`src/rtl/s2p_frame_ctrl_if.sv`:
```
// Bit-stream input and word-output handshake bundle for s2p_frame_ctrl.
// The master side drives bits and word_ready; the slave (the deserialiser) returns buffered words.
interface s2p_frame_ctrl_if #(
  parameter int N = 8
);
  logic         bit_in;
  logic         bit_valid;
  logic         word_ready;
  logic [N-1:0] word_data;
  logic         word_valid;
  logic         frame_start;
  logic         frame_end;

  modport master (
    output bit_in, bit_valid, word_ready,
    input  word_data, word_valid, frame_start, frame_end
  );

  modport slave (
    input  bit_in, bit_valid, word_ready,
    output word_data, word_valid, frame_start, frame_end
  );
endinterface

```
`src/rtl/s2p_frame_ctrl.sv`:
```
// Serial-to-parallel framer: hunts for a bit-aligned SYNC word, then assembles FRAME_WORDS
// MSB-first payload words into a 2-entry output FIFO, resyncing whenever a word has to be dropped.
module s2p_frame_ctrl #(
  parameter int           N           = 8,
  parameter logic [N-1:0] SYNC        = 8'hA5,
  parameter int           FRAME_WORDS = 4
) (
  input  logic                clk,
  input  logic                reset,
  s2p_frame_ctrl_if.slave     bus,
  input  logic                clear_ovf,
  output logic                locked,
  output logic                overflow,
  output logic [0:0]          o_dbg_state
);
  // Output handshake: a word moves when word_valid && word_ready in the same cycle;
  // while word_valid=1 and word_ready=0 the head word and its tags stay unchanged.

  localparam logic [0:0] HUNT    = 1'b0;
  localparam logic [0:0] PAYLOAD = 1'b1;

  localparam int BW = $clog2(N);
  localparam int WW = (FRAME_WORDS > 1) ? $clog2(FRAME_WORDS) : 1;
  localparam logic [BW-1:0] BIT_LAST  = BW'(N - 1);
  localparam logic [WW-1:0] WORD_LAST = WW'(FRAME_WORDS - 1);

  logic [0:0]    r_state;
  logic [N-1:0]  r_sr;
  logic [BW-1:0] r_bit_cnt;
  logic [WW-1:0] r_word_cnt;
  logic          r_ovf;

  // FIFO entry layout: {frame_start, frame_end, data}
  logic [N+1:0]  r_mem [2];
  logic          r_rd_ptr;
  logic          r_wr_ptr;
  logic [1:0]    r_count;

  logic [N-1:0]  w_shift;
  logic          w_word_done;
  logic          w_pop;
  logic          w_drop;
  logic          w_push;
  logic          w_tag_start;
  logic          w_tag_end;
  logic [N+1:0]  w_head;

  assign w_shift     = {r_sr[N-2:0], bus.bit_in};
  assign w_word_done = bus.bit_valid && (r_state == PAYLOAD) && (r_bit_cnt == BIT_LAST);
  assign w_pop       = (r_count != 2'd0) && bus.word_ready;
  assign w_drop      = w_word_done && (r_count == 2'd2) && !w_pop;
  assign w_push      = w_word_done && !w_drop;
  assign w_tag_start = (r_word_cnt == '0);
  assign w_tag_end   = (r_word_cnt == WORD_LAST);

  always_ff @(posedge clk or posedge reset) begin
    if (reset) begin
      r_state    <= HUNT;
      r_sr       <= '0;
      r_bit_cnt  <= '0;
      r_word_cnt <= '0;
    end else if (bus.bit_valid) begin
      if (r_state == HUNT) begin
        r_sr <= w_shift;
        if (w_shift == SYNC) begin
          r_state    <= PAYLOAD;
          r_bit_cnt  <= '0;
          r_word_cnt <= '0;
        end
      end else if (w_word_done) begin
        r_bit_cnt <= '0;
        // A dropped word and the last word of a frame both send us back to hunting from a clean register
        if (w_drop || w_tag_end) begin
          r_state    <= HUNT;
          r_sr       <= '0;
          r_word_cnt <= '0;
        end else begin
          r_sr       <= w_shift;
          r_word_cnt <= r_word_cnt + 1'b1;
        end
      end else begin
        r_sr      <= w_shift;
        r_bit_cnt <= r_bit_cnt + 1'b1;
      end
    end
  end

  always_ff @(posedge clk or posedge reset) begin
    if (reset) begin
      r_mem[0] <= '0;
      r_mem[1] <= '0;
      r_rd_ptr <= 1'b0;
      r_wr_ptr <= 1'b0;
      r_count  <= 2'd0;
    end else begin
      // When full with a simultaneous pop, wr_ptr aliases the slot being read; it is freed this edge
      if (w_push) begin
        r_mem[r_wr_ptr] <= {w_tag_start, w_tag_end, w_shift};
        r_wr_ptr        <= ~r_wr_ptr;
      end
      if (w_pop) begin
        r_rd_ptr <= ~r_rd_ptr;
      end
      r_count <= r_count + {1'b0, w_push} - {1'b0, w_pop};
    end
  end

  always_ff @(posedge clk or posedge reset) begin
    if (reset) begin
      r_ovf <= 1'b0;
    end else if (w_drop) begin
      r_ovf <= 1'b1;
    end else if (clear_ovf) begin
      r_ovf <= 1'b0;
    end
  end

  assign w_head          = r_mem[r_rd_ptr];
  assign bus.word_valid  = (r_count != 2'd0);
  assign bus.word_data   = bus.word_valid ? w_head[N-1:0] : '0;
  assign bus.frame_start = bus.word_valid && w_head[N+1];
  assign bus.frame_end   = bus.word_valid && w_head[N];
  assign locked          = (r_state == PAYLOAD);
  assign overflow        = r_ovf;
  assign o_dbg_state     = r_state;
endmodule

```
`src/flat_wrapper.sv`:
```
// flat-port wrapper written by rule: the top's interface ports become plain ports
module s2p_frame_ctrl_flat 
#(
  parameter int           N           = 8,
  parameter logic [N-1:0] SYNC        = 8'hA5,
  parameter int           FRAME_WORDS = 4
)
  (clk, reset, clear_ovf, locked, overflow, o_dbg_state, bus_bit_in, bus_bit_valid, bus_word_ready, bus_word_data, bus_word_valid, bus_frame_start, bus_frame_end);
  s2p_frame_ctrl_if #(.N(N)) bus_i ();
  input  logic clk;
  input  logic reset;
  input  logic clear_ovf;
  output logic locked;
  output logic overflow;
  output logic [0:0] o_dbg_state;
  input wire logic [$bits(bus_i.bit_in)-1:0] bus_bit_in;
  input wire logic [$bits(bus_i.bit_valid)-1:0] bus_bit_valid;
  input wire logic [$bits(bus_i.word_ready)-1:0] bus_word_ready;
  output wire logic [$bits(bus_i.word_data)-1:0] bus_word_data;
  output wire logic [$bits(bus_i.word_valid)-1:0] bus_word_valid;
  output wire logic [$bits(bus_i.frame_start)-1:0] bus_frame_start;
  output wire logic [$bits(bus_i.frame_end)-1:0] bus_frame_end;
  assign bus_i.bit_in = bus_bit_in;
  assign bus_i.bit_valid = bus_bit_valid;
  assign bus_i.word_ready = bus_word_ready;
  assign bus_word_data = bus_i.word_data;
  assign bus_word_valid = bus_i.word_valid;
  assign bus_frame_start = bus_i.frame_start;
  assign bus_frame_end = bus_i.frame_end;
  s2p_frame_ctrl #(.N(N), .SYNC(SYNC), .FRAME_WORDS(FRAME_WORDS)) u_core (.clk(clk), .reset(reset), .bus(bus_i), .clear_ovf(clear_ovf), .locked(locked), .overflow(overflow), .o_dbg_state(o_dbg_state));
endmodule
```
`config.mk`:
```
export PLATFORM = sky130hd
export DESIGN_NAME = s2p_frame_ctrl_flat
export DESIGN_NICKNAME = d
export VERILOG_FILES = /design/src/rtl/s2p_frame_ctrl_if.sv /design/src/rtl/s2p_frame_ctrl.sv /design/src/flat_wrapper.sv
export SDC_FILE = /design/constraint.sdc
export NUM_CORES = 1
export LEC_CHECK = 0
export BUFFER_PORTS_ARGS = -buffer_cell sky130_fd_sc_hd__buf_4
export CAP_MARGIN = 20
export CORE_MARGIN = 4
export CORE_UTILIZATION = 35
export DETAILED_ROUTE_END_ITERATION = 10
export PLACE_DENSITY_LB_ADDON = 0.2
export SLEW_MARGIN = 30
export SYNTH_ARGS = -nofsm -noshare
export SYNTH_HDL_FRONTEND = slang
export SYNTH_SLANG_ARGS = --single-unit
```
`constraint.sdc`:
```
create_clock -name clk -period 4.2 [get_ports clk]
set_input_delay 0.42 -clock clk [delete_from_list [all_inputs] [get_ports clk]]
set_output_delay 0.42 -clock clk [all_outputs]
set_load 0.005 [all_outputs]
```
==> impl_results.md <==
- Number of global-route vias before repair: about 1200
- Run status: complete, no violations
- Simple-gate portion of the synthesized area: between 10% and 20%
- Dominant combinational cell family by area after synthesis: multiplexers
- Cell total after placement: 234
- Synthesis-to-finish area growth: 17.1%
- Clock Pin Slew Worst Setup and Hold Paths: 0.07 ns
- Layout cells sized above 1: 31.4%
- Largest fanout of any net on the critical path: 12
- CTS sink cnt: 38
- Count of hold buffers inserted by post-cts repair: 0
- Share of synthesized area spent on multiplexers: 21.6%
- Clk Latency, worst-skew pair: 0.29 ns
- Number of enable-type register cells in the synthesized netlist: 0
- DR WL/cell: 14.0 µm
- First-pass GRT wire length: 5.84 mm
- Maximum level of the CTS H-tree: 2
- Number of warnings reported in the yosys synthesis log: 0
- CTS tree: yes
- Number of distinct library cells after synthesis: 34
- Number of top-level pins: 20
- Routed wire length: 3.40 mm
- Number of nets in the final layout: 183
- Bufs on Longest Clock Path: 2
- CP Launch Point: u_core.r_count[0]
- Final Hold Viols: 0
- Cell at the root of the clock tree: sky130_fd_sc_hd__clkbuf_8
- Max frequency: 463 MHz
- Synth Flop Type: sky130_fd_sc_hd__dfrtp_1
- Cts bufs inserted: 5
- Antenna violations before repair: 0
- Leftover overflow at the end of global routing: 0
- Element type at the critical path start: flip-flop
- Pin count of the biggest net entering global routing: 39
- #FFs+latches synth: 38
- Critical path class: flip-flop to flip-flop
- Setup slack after layout: 2.04 ns
- Vias: 1168
- Clock period minus worst slack: 2.16 ns
- Share of the yosys chip area belonging to registers: 51.8%
- Area of the mapped netlist: 1830 µm²
- All-Layer GR Usage: 12.2%
- Effective utilization at floorplan: between 30 and 40%
- Setup crit end kind: flip-flop
- Count of final max-slew check failures: 0
- Total half-perimeter wirelength after legalization and detailed placement: between 2 and 2.5 mm
- Top library cells by usage in the layout, fill and taps aside: sky130_fd_sc_hd__dfrtp_1, sky130_fd_sc_hd__nor2_1, sky130_fd_sc_hd__mux2_2, sky130_fd_sc_hd__buf_4, sky130_fd_sc_hd__mux2i_1
- Share of the synthesized area in compound gates (AO/OA/AOI/OAI): just under 4%
- Final critical-path share of the clock period: roughly half
- Worst hold-check path type: primary input to async pin
- Area of the placeable core: 5110 µm²
- Die W: ~80 µm
- R2r startpoint: u_core.r_count[0]
- Count of instances resized after the clock tree is built: 0
- Xor and xnor area share after synthesis: 1.91%
- Commonest non-fill, non-tap cell in the layout: sky130_fd_sc_hd__dfrtp_1
- Syn_nets: around 160
- Worst setup slack before clock tree synthesis: around 2.0 ns
- Total number of placement rows: 26
- IO buf count: 19
- Peak supply drop: 0.000174 V
- Setup total negative slack: 0 ns
- Post-CTS Repair Setup Buffers: 0
- Number of DRC violations after detailed routing: 0
- Final setup violation count: 0
- Worst slew margin relative to its limit: 47.0%
- Unrepaired setup endpoints after global routing: false
- Final ANT Viol Nets: 0
- Length of the first detailed-routing pass in iterations: 4
- Static Leakage: ~1.1 nW
- DIE AREA: 6460 µm²
- Max-capacitance violation count: 0
- Data arrival time of the critical path: about 2.4 ns
- Fin cells: 242
- Global placement routability congestion: 0.697
- Number of DRC violations after detailed-routing iteration 0: 25
- Async set-or-reset flop fraction in the synthesized netlist: 100%
- Synthesized instance count: 149
- Measured slew at the worst slew-check pin: 0.791 ns
- Req. time, crit path: 4.40 ns
- Clock Skew: 0.00858 ns
- Power density cells: about 450 nW/µm²
- Per-instance average area after synthesis: 12.3 µm²
- Post-synthesis adder-cell area fraction: 4.09%
- Die height: between 80 and 90 µm
- # diodes: 0
- Via density: 4.83
- Min Hold Slack: 0.239 ns
routing by layer:
| layer | routed length (µm) | share of wire [%] | GRT usage, % |
|---|---|---|---|
| met2 | 1580 | 46 | 19.3 |
| met1 | 1620 | 48 | 15.5 |
| met4 | 77 | 2.3 | 5.57 |
| met5 | 0 | 0 | 0 |
| met3 | 118 | 3.5 | 3.14 |
cell usage after synthesis, types with 3 or more instances:
cell type                 count  share of area [%]
sky130_fd_sc_hd__o21ai_0      3               0.82
sky130_fd_sc_hd__dfrtp_1     38                 52
sky130_fd_sc_hd__inv_1        8                1.6
sky130_fd_sc_hd__mux2i_1     17                9.3
sky130_fd_sc_hd__nand2_1      5                1.0
sky130_fd_sc_hd__ha_1         6                4.1
sky130_fd_sc_hd__mux2_2      20                 12
sky130_fd_sc_hd__nor2_1      21                4.3
worst paths after layout:
| path | cells past startpoint | slack [ns] | to |
|---|---|---|---|
| worst max-delay path | 7 | 2.04 | u_core.r_count[1] |
| worst min-delay path | 3 | 0.24 | u_core.r_bit_cnt[2] |
| worst max register to register | 7 | 2.04 | u_core.r_count[1] |
| worst min register to register | 1 | 0.51 | u_core.r_mem[4] |
| max in group asynchronous | 3 | 3.61 | u_core.r_wr_ptr |
| min in group clk | 2 | 0.33 | u_core.overflow |
stage by stage:
step                      power [mW]  util, %  cell area, µm²
after floorplan                0.615        -            1830
after global placement         0.664     39.9            2040
after detailed placement       0.673     39.9            2040
after CTS                      0.982     42.1            2150
after global routing            1.03     42.1            2150
final                          0.966     42.1            2150
logic make-up after synthesis:
family | after synthesis
simple gates | 42
flops | 38
mux | 37
buf+inv | 13
compound gates | 9
fa+ha+maj | 6
xor+xnor | 4
critical path: stages (launching register included):
cell and delay (ns):
sky130_fd_sc_hd__dfrtp_1 0.41, sky130_fd_sc_hd__nor2_1 0.63, sky130_fd_sc_hd__nor2b_1 0.18, sky130_fd_sc_hd__ha_1 0.33
sky130_fd_sc_hd__inv_1 0.04, sky130_fd_sc_hd__ha_1 0.19, sky130_fd_sc_hd__xnor2_1 0.16, sky130_fd_sc_hd__xnor2_1 0.14
where the power goes:
| group | switching, mW | total [mW] | internal, mW |
|---|---|---|---|
| sequential | 0.0742 | 0.486 | 0.412 |
| combinational | 0.0874 | 0.176 | 0.0887 |
| clock | 0.129 | 0.304 | 0.175 |
sequential cells by signal, summed over array words and instances (netlist names):
register	cells
u_core.r_bit_cnt	3
u_core.r_wr_ptr	1
u_core.r_mem	20
u_core.r_sr	7
u_core.r_count	2
u_core.r_word_cnt	2
u_core.overflow	1
u_core.locked	1
u_core.r_rd_ptr	1
layout make-up:
type / count / area [µm²]
Fill cell: 506 / 2960
Sequential cell: 38 / 951
Multi-Input combinational cell: 98 / 821
Timing Repair Buffer: 20 / 150
Tap cell: 70 / 87.6
Clock buffer: 5 / 68.8
Clock inverter: 3 / 40.0
Inverter: 8 / 30.0
No activity file was read; power rests on OpenSTA's default activity.
